**src/rtl/exec_scoreboard.sv**
```systemverilog
// exec_scoreboard: golden-model checker for a PDP-8 style execution core.
// Tracks golden AC/L/PC on each retire, matches observed memory writes through
// a small FIFO (with same-cycle bypass) and compares DUT architectural state
// one cycle after every retire. Sticky error flags plus a saturating counter.
// Optional: define EXEC_CHK_STOP_ON_ERR_EN to freeze the checker on the first error.
module exec_scoreboard #(
    parameter int DATA_WIDTH = 12,
    parameter int ADDR_WIDTH = 12,
    parameter int WQ_DEPTH   = 4,
    parameter int ERR_W      = 8,
    parameter logic [ADDR_WIDTH-1:0] START_ADDR = 12'o200
) (
    input  logic                          clk,
    input  logic                          reset_n,
    input  logic                          retire,
    input  logic [2:0]                    op_sel,
    input  logic                          op_cla_cll,
    input  logic [ADDR_WIDTH-1:0]         ea,
    input  logic [DATA_WIDTH-1:0]         operand,
    input  logic [DATA_WIDTH-1:0]         dut_acc,
    input  logic                          dut_link,
    input  logic [ADDR_WIDTH-1:0]         dut_pc,
    input  logic                          wr_req,
    input  logic [ADDR_WIDTH-1:0]         wr_addr,
    input  logic [DATA_WIDTH-1:0]         wr_data,
    output logic                          err_acc,
    output logic                          err_link,
    output logic                          err_pc,
    output logic                          err_wr,
    output logic                          err_ovf,
    output logic [ERR_W-1:0]              err_cnt,
    output logic [$clog2(WQ_DEPTH):0]     wq_count,
    output logic                          halted
);

    localparam int PW = $clog2(WQ_DEPTH);
    localparam int CW = PW + 1;
    localparam int EW = ADDR_WIDTH + DATA_WIDTH;

    typedef enum logic [2:0] {
        OP_AND, OP_TAD, OP_ISZ, OP_DCA, OP_JMS, OP_JMP, OP_IOT, OP_OPR
    } op_t;

    typedef enum logic [1:0] {
        IDLE,
        CHECK
`ifdef EXEC_CHK_STOP_ON_ERR_EN
        , HALT
`endif
    } state_t;

    state_t state, state_n;

    logic [DATA_WIDTH-1:0] gacc, gacc_n;
    logic                  glink, glink_n;
    logic [ADDR_WIDTH-1:0] gpc, gpc_n, gpc_inc;

    logic [EW-1:0]         wq_mem [WQ_DEPTH];
    logic [PW-1:0]         rd_ptr, wr_ptr;
    logic [EW-1:0]         wq_head;
    logic                  wq_empty, wq_full;

    logic                  run;
    logic                  wr_op;
    logic [DATA_WIDTH-1:0] exp_data;
    logic [DATA_WIDTH:0]   tad_sum;
    logic [DATA_WIDTH-1:0] isz_inc;
    logic                  push, pop, flush, push_ok;
    logic                  ev_acc, ev_link, ev_pc, ev_wr, ev_ovf, any_err;
    logic [2:0]            ev_n;
    logic [ERR_W:0]        cnt_sum;

`ifdef EXEC_CHK_STOP_ON_ERR_EN
    assign run = (state != HALT);
`else
    assign run = 1'b1;
    assign halted = 1'b0;
`endif

    // Golden next-state for the opcode retiring this cycle.
    always_comb begin
        gacc_n   = gacc;
        glink_n  = glink;
        gpc_inc  = gpc + ADDR_WIDTH'(1);
        gpc_n    = gpc_inc;
        exp_data = '0;
        wr_op    = 1'b0;
        tad_sum  = {1'b0, gacc} + {1'b0, operand};
        isz_inc  = operand + DATA_WIDTH'(1);
        unique case (op_t'(op_sel))
            OP_AND: gacc_n = gacc & operand;
            OP_TAD: begin
                gacc_n  = tad_sum[DATA_WIDTH-1:0];
                glink_n = glink ^ tad_sum[DATA_WIDTH];
            end
            OP_ISZ: begin
                wr_op    = 1'b1;
                exp_data = isz_inc;
                if (isz_inc == '0) gpc_n = gpc + ADDR_WIDTH'(2);
            end
            OP_DCA: begin
                wr_op    = 1'b1;
                exp_data = gacc;
                gacc_n   = '0;
            end
            OP_JMS: begin
                wr_op    = 1'b1;
                exp_data = DATA_WIDTH'(gpc_inc);
                gpc_n    = ea + ADDR_WIDTH'(1);
            end
            OP_JMP: gpc_n = ea;
            OP_OPR: begin
                if (op_cla_cll) begin
                    gacc_n  = '0;
                    glink_n = 1'b0;
                end
            end
            default: ;
        endcase
    end

    // Write matching, FIFO control and per-cycle error events.
    always_comb begin
        wq_empty = (wq_count == '0);
        wq_full  = (wq_count == CW'(WQ_DEPTH));
        wq_head  = wq_mem[rd_ptr];
        push     = 1'b0;
        pop      = 1'b0;
        flush    = 1'b0;
        ev_wr    = 1'b0;
        ev_ovf   = 1'b0;
        ev_acc   = 1'b0;
        ev_link  = 1'b0;
        ev_pc    = 1'b0;
        if (run) begin
            if (retire) begin
                if (wr_op) begin
                    // Oldest queued write is matched first; an empty queue lets
                    // a same-cycle write bypass straight to the compare.
                    if (!wq_empty) begin
                        pop   = 1'b1;
                        push  = wr_req;
                        ev_wr = (wq_head != {ea, exp_data});
                    end else if (wr_req) begin
                        ev_wr = ({wr_addr, wr_data} != {ea, exp_data});
                    end else begin
                        ev_wr = 1'b1;
                    end
                end else if (!wq_empty || wr_req) begin
                    ev_wr = 1'b1;
                    flush = 1'b1;
                end
            end else begin
                push = wr_req;
            end
            ev_ovf = push && wq_full && !pop;
            if (state == CHECK) begin
                ev_acc  = (dut_acc  != gacc);
                ev_link = (dut_link != glink);
                ev_pc   = (dut_pc   != gpc);
            end
        end
        push_ok = push && !ev_ovf;
        any_err = ev_acc | ev_link | ev_pc | ev_wr | ev_ovf;
        ev_n    = {2'b0, ev_acc} + {2'b0, ev_link} + {2'b0, ev_pc}
                + {2'b0, ev_wr} + {2'b0, ev_ovf};
        cnt_sum = {1'b0, err_cnt} + (ERR_W+1)'(ev_n);
    end

    // FSM next state: CHECK follows every retire; HALT absorbs on first error.
    always_comb begin
        state_n = state;
        unique case (state)
            IDLE:    state_n = retire ? CHECK : IDLE;
            CHECK:   state_n = retire ? CHECK : IDLE;
`ifdef EXEC_CHK_STOP_ON_ERR_EN
            HALT:    state_n = HALT;
`endif
            default: state_n = IDLE;
        endcase
`ifdef EXEC_CHK_STOP_ON_ERR_EN
        if (any_err) state_n = HALT;
`endif
    end

    // State register.
    always_ff @(posedge clk) begin
        if (!reset_n) state <= IDLE;
        else          state <= state_n;
    end

    // FIFO storage; contents are don't-care while pointers are reset.
    always_ff @(posedge clk) begin
        if (reset_n && push_ok) wq_mem[wr_ptr] <= {wr_addr, wr_data};
    end

    // Golden state, FIFO pointers, error flags and counter.
    always_ff @(posedge clk) begin
        if (!reset_n) begin
            gacc     <= '0;
            glink    <= 1'b0;
            gpc      <= START_ADDR;
            rd_ptr   <= '0;
            wr_ptr   <= '0;
            wq_count <= '0;
            err_acc  <= 1'b0;
            err_link <= 1'b0;
            err_pc   <= 1'b0;
            err_wr   <= 1'b0;
            err_ovf  <= 1'b0;
            err_cnt  <= '0;
        end else if (run) begin
            if (retire) begin
                gacc  <= gacc_n;
                glink <= glink_n;
                gpc   <= gpc_n;
            end
            if (flush) begin
                rd_ptr   <= '0;
                wr_ptr   <= '0;
                wq_count <= '0;
            end else begin
                if (push_ok) wr_ptr <= wr_ptr + PW'(1);
                if (pop)     rd_ptr <= rd_ptr + PW'(1);
                if (push_ok && !pop)      wq_count <= wq_count + CW'(1);
                else if (!push_ok && pop) wq_count <= wq_count - CW'(1);
            end
            err_acc  <= err_acc  | ev_acc;
            err_link <= err_link | ev_link;
            err_pc   <= err_pc   | ev_pc;
            err_wr   <= err_wr   | ev_wr;
            err_ovf  <= err_ovf  | ev_ovf;
            err_cnt  <= cnt_sum[ERR_W] ? '1 : cnt_sum[ERR_W-1:0];
        end
    end

`ifdef EXEC_CHK_STOP_ON_ERR_EN
    // Registered halt indicator tracking entry into HALT.
    always_ff @(posedge clk) begin
        if (!reset_n) halted <= 1'b0;
        else          halted <= (state_n == HALT);
    end
`endif

endmodule

```
**config.mk**
```make
export PLATFORM = sky130hd
export DESIGN_NAME = exec_scoreboard
export DESIGN_NICKNAME = d
export VERILOG_FILES = /design/src/rtl/exec_scoreboard.sv
export SDC_FILE = /design/constraint.sdc
export NUM_CORES = 1
export LEC_CHECK = 0
export CORE_MARGIN = 2
export CORE_UTILIZATION = 48
export CTS_BUF_LIST = sky130_fd_sc_hd__clkbuf_4
export CTS_CLUSTER_DIAMETER = 50
export DETAILED_ROUTE_END_ITERATION = 8
export DONT_BUFFER_PORTS = 1
export HOLD_SLACK_MARGIN = 0.06
export PLACE_DENSITY = 0.69
export SYNTH_ARGS = -nofsm -noshare
export SYNTH_HDL_FRONTEND = slang
export SYNTH_SLANG_ARGS = --single-unit
export TNS_END_PERCENT = 5
```
**constraint.sdc**
```tcl
create_clock -name clk -period 4.64 [get_ports clk]
set_input_delay 0.464 -clock clk [delete_from_list [all_inputs] [get_ports clk]]
set_output_delay 0.464 -clock clk [all_outputs]
set_load 0.05 [all_outputs]
```
==> results.toml <==
[global_routing]
grt_util_met2 = 0.4235
grt_max_degree = 34
antenna_found_initial = 1
grt_pass1_wl_um = 35770
grt_overflow = 0
grt_pass1_vias = 6591
grt_use_met1 = 0.3222
met3_usage = 0.07420
grt_usage = 0.2560
busiest_layer = "met2"

[clocking]
root_buffer = "clkbuf_4"
clk_latency_ps = 570
cts_sinks = 144
tritoncts = "done"
cts_buffers = 17
clockBufferDepth = 2
htreeDepth = 4
path_clk_slew_ps = 170

[setup_path]
startpoint_type = "flop"
worstSetupPathDepth = 20
ff2ff_path_depth = 20
cpPeakStageDelay_ps = 530
worst_path_max_delay_cell = "fa_1"
crit_path_start = "gpc[0]"
crit_chain = "ha_4, nand3_4, buf_6, nor3b_4, xnor2_2, a222oi_1, buf_4, o21ai_2, a2111oi_4, and3_4, o31ai_2, fa_1, ha_2, inv_1, fa_2, nor2b_1, o21ai_1, nor2_1, nand4_1, a21oi_1"
worstReg2RegEnd = "err_cnt[1]"
crit_end = "err_cnt[1]"
rr_startpoint = "gpc[0]"
crit_arrival_ps = 5080
critPathBufInv = 3
cp_max_fo = 6
crit_path_end_kind = "flop"
path_class = "flop to flop"
path_delay_family = "adder cells"
regToRegSetupSlack_ps = 20
required_ps = 5100

[logic_synthesis]
postSynth.asyncResetShare = 0
synth_edf_count = 96
synth_nets = 886
postSynthAreaPerCell_um2 = 10.86
ys_types = 73
synth_commonest_cells = "96 x edfxtp_1, 71 x xnor2_1, 63 x nor2_1"
synth-seq-area-share = 0.4567
synth_top_area_share = 0.3426
synth_most_common_cell = "edfxtp_1"
ys_seq_elements = 144
ys.flop_type = "edfxtp_1"
synth_warnings = 0
yosys.area.top_type = "edfxtp_1"
synthCells = 775
syn_area_mm2 = 0.008416
ys_top_cells_by_area = "edfxtp_1 34%, dfxtp_1 11%, xnor2_1 7.4%, mux4_2 6.4%, ha_1 3.7%"

[placement]
portBuffers = 0
place_area_mm2 = 0.008930
placed_cells = 1009
dp_hpwl_um = 16660
routabilityCongestion = 0.9174

[die]
num_rows = 48
ioPinCount = 98
die_height_um = 136.4
dieArea_mm2 = 0.01861
die_w_um = 136.4
core_area_mm2 = 0.01724
initial_core_util = 0.4882

[cells_and_area]
area_delta_synth_final_pct = 15.09
final_nets = 944
drive_gt1_frac = 0.1811
regArea_mm2 = 0.003854
fin_cells = 1071
multi_input_area_mm2 = 0.004466
nFillCells = 1442
final_area_mm2 = 0.009686

[detailed_routing]
drt_iter0_markers = 616
num_vias = 6595
via_per_inst = 6.158
drt_pass1_iterations = 6
wirelength_um = 23460
drc = 0
antenna_left = 0
wire_per_inst_um = 21.91

[sta]
finalCritPeriodShare = 0.9964
max_freq_mhz = 216.3
hold_violations = 0
slew_headroom = 0.3720
tightest_slew_ps = 936.1
grt_setup_unrepaired = "true"
setup_viol = 0
final.min_clock_period_ps = 4623
slew_violations = 0
fin_skew_ps = 38.41

[pwr]
power_w = 0.003030
p_per_area_mw_per_mm2 = 312.8
vdd_drop_max_v = 0.0003294
p_leak_nw = 3.320

[worst_hold_path]
min_path_type = "primary input to flop"

[job]
maxCapViolCount = 0

[status]
outcome = "complete, no violations"
## cell type report
class                      count  share of cell area
tap                          225             0.02907
antenna                        1           0.0002584
clock inverter                14             0.01964
inverter                      20            0.007751
multi-input combinational    569              0.4611
sequential                   144              0.3979
clock buffer                  17             0.01318
timing repair buffer          81             0.07118
## repair_timing
item | CTS | global route
setup buffers | 1 | 3
hold buffers | 26 | 0
endpoints found under the hold margin | 110 | 0
gates cloned | 0 | 0
setup endpoints to repair | 8 | 8
pin swaps | 6 | 11
gates resized for setup | 5 | 29
## power by group
group	internal, W	leakage (nW)	switching (W)
Sequential	0.00143	1.26	0.0000948
Combinational	0.000273	1.88	0.000336
Clock	0.000392	0.174	0.000509
## flip-flops by register name, indices dropped and copies added, names as in the netlist, named ones only
name / cells
wq_mem: 96
rd_ptr: 2
err_wr: 1
err_ovf: 1
glink: 1
state: 1
err_cnt: 8
err_link: 1
wr_ptr: 2
wq_count: 3
gacc: 12
err_acc: 1
gpc: 12
err_pc: 1
## metal layers
layer	vias up	wire (um)
met5	-	0
met4	0	532
met3	44	2024
met2	288	11190
met1	3212	9713
li1	3051	-
## cells by family after synthesis
kind of cell,Yosys count,synth area share
fa+ha+maj,30,0.04906
flops,144,0.4567
buf+inv,62,0.02899
xor+xnor,106,0.1103
compound gates,173,0.1353
simple gates,220,0.1366
other cells,1,0.0004456
mux,39,0.08252
## worst register-to-register path, cell delays in order, from the launching register on
cell       delay [ps]
dfxtp_2           390
ha_4              160
nand3_4           100
buf_6             140
nor3b_4           240
xnor2_2           100
a222oi_1          360
buf_4             220
o21ai_2            70
a2111oi_4         320
and3_4            240
o31ai_2           100
fa_1              530
ha_2              180
inv_1              50
fa_2              340
nor2b_1           130
o21ai_1            80
nor2_1            200
nand4_1           300
a21oi_1           280
## stage by stage
stage	setup WS (ps)	hold WS, ps	util	setup TNS [ps]
detailed placement	-166.5	529.8	0.5181	-1064
floorplan	243.7	484.7	-	0
finish	16.64	112.1	0.5619	0
CTS	3.549	74.88	0.5534	0
global placement	1.045	510.6	0.5181	0
global route	-87.43	78.66	0.5619	-318.5
## worst min path at each step
stage | start | cells past startpoint | end
3_5_place_dp | rd_ptr[0] | 2 | flop
2_1_floorplan | rd_ptr[1] | 2 | flop
6_report | ea[0] | 3 | gpc[0]
4_1_cts | retire | 2 | gpc[4]
5_1_grt | ea[0] | 3 | gpc[0]
3_3_place_gp | rd_ptr[1] | 2 | rd_ptr[1]
## cell usage in the layout (no fill, tap or decap), drive strengths merged, types with 4 or more instances in the layout
cell | Yosys | routed
o21ai | 33 | 33
nand2 | 35 | 35
a21o | 6 | 6
edfxtp | 96 | 96
dfxtp | 48 | 48
mux4 | 24 | 24
or3 | 7 | 7
nor3 | 20 | 20
nor2b | 6 | 6
or4 | 4 | 4
and3 | 12 | 12
nor2 | 63 | 63
clkbuf | 33 | 17
and4 | 4 | 4
o21a | 4 | 4
fa | 5 | 5
clkinv | 2 | 4
buf | 9 | 55
ha | 25 | 25
a22oi | 13 | 13
nor4 | 5 | 5
a21oi | 48 | 48
o2111ai | 4 | 4
nand3 | 25 | 25
dlygate4sd3 | 0 | 26
inv | 18 | 27
a311oi | 5 | 5
xnor2 | 71 | 71
o31ai | 5 | 5
nand2b | 5 | 5
mux2i | 12 | 12
a31oi | 13 | 13
o211ai | 6 | 6
xor2 | 35 | 35
a211oi | 12 | 12
nand4 | 20 | 20
No activity file was read; power rests on OpenSTA's default activity.
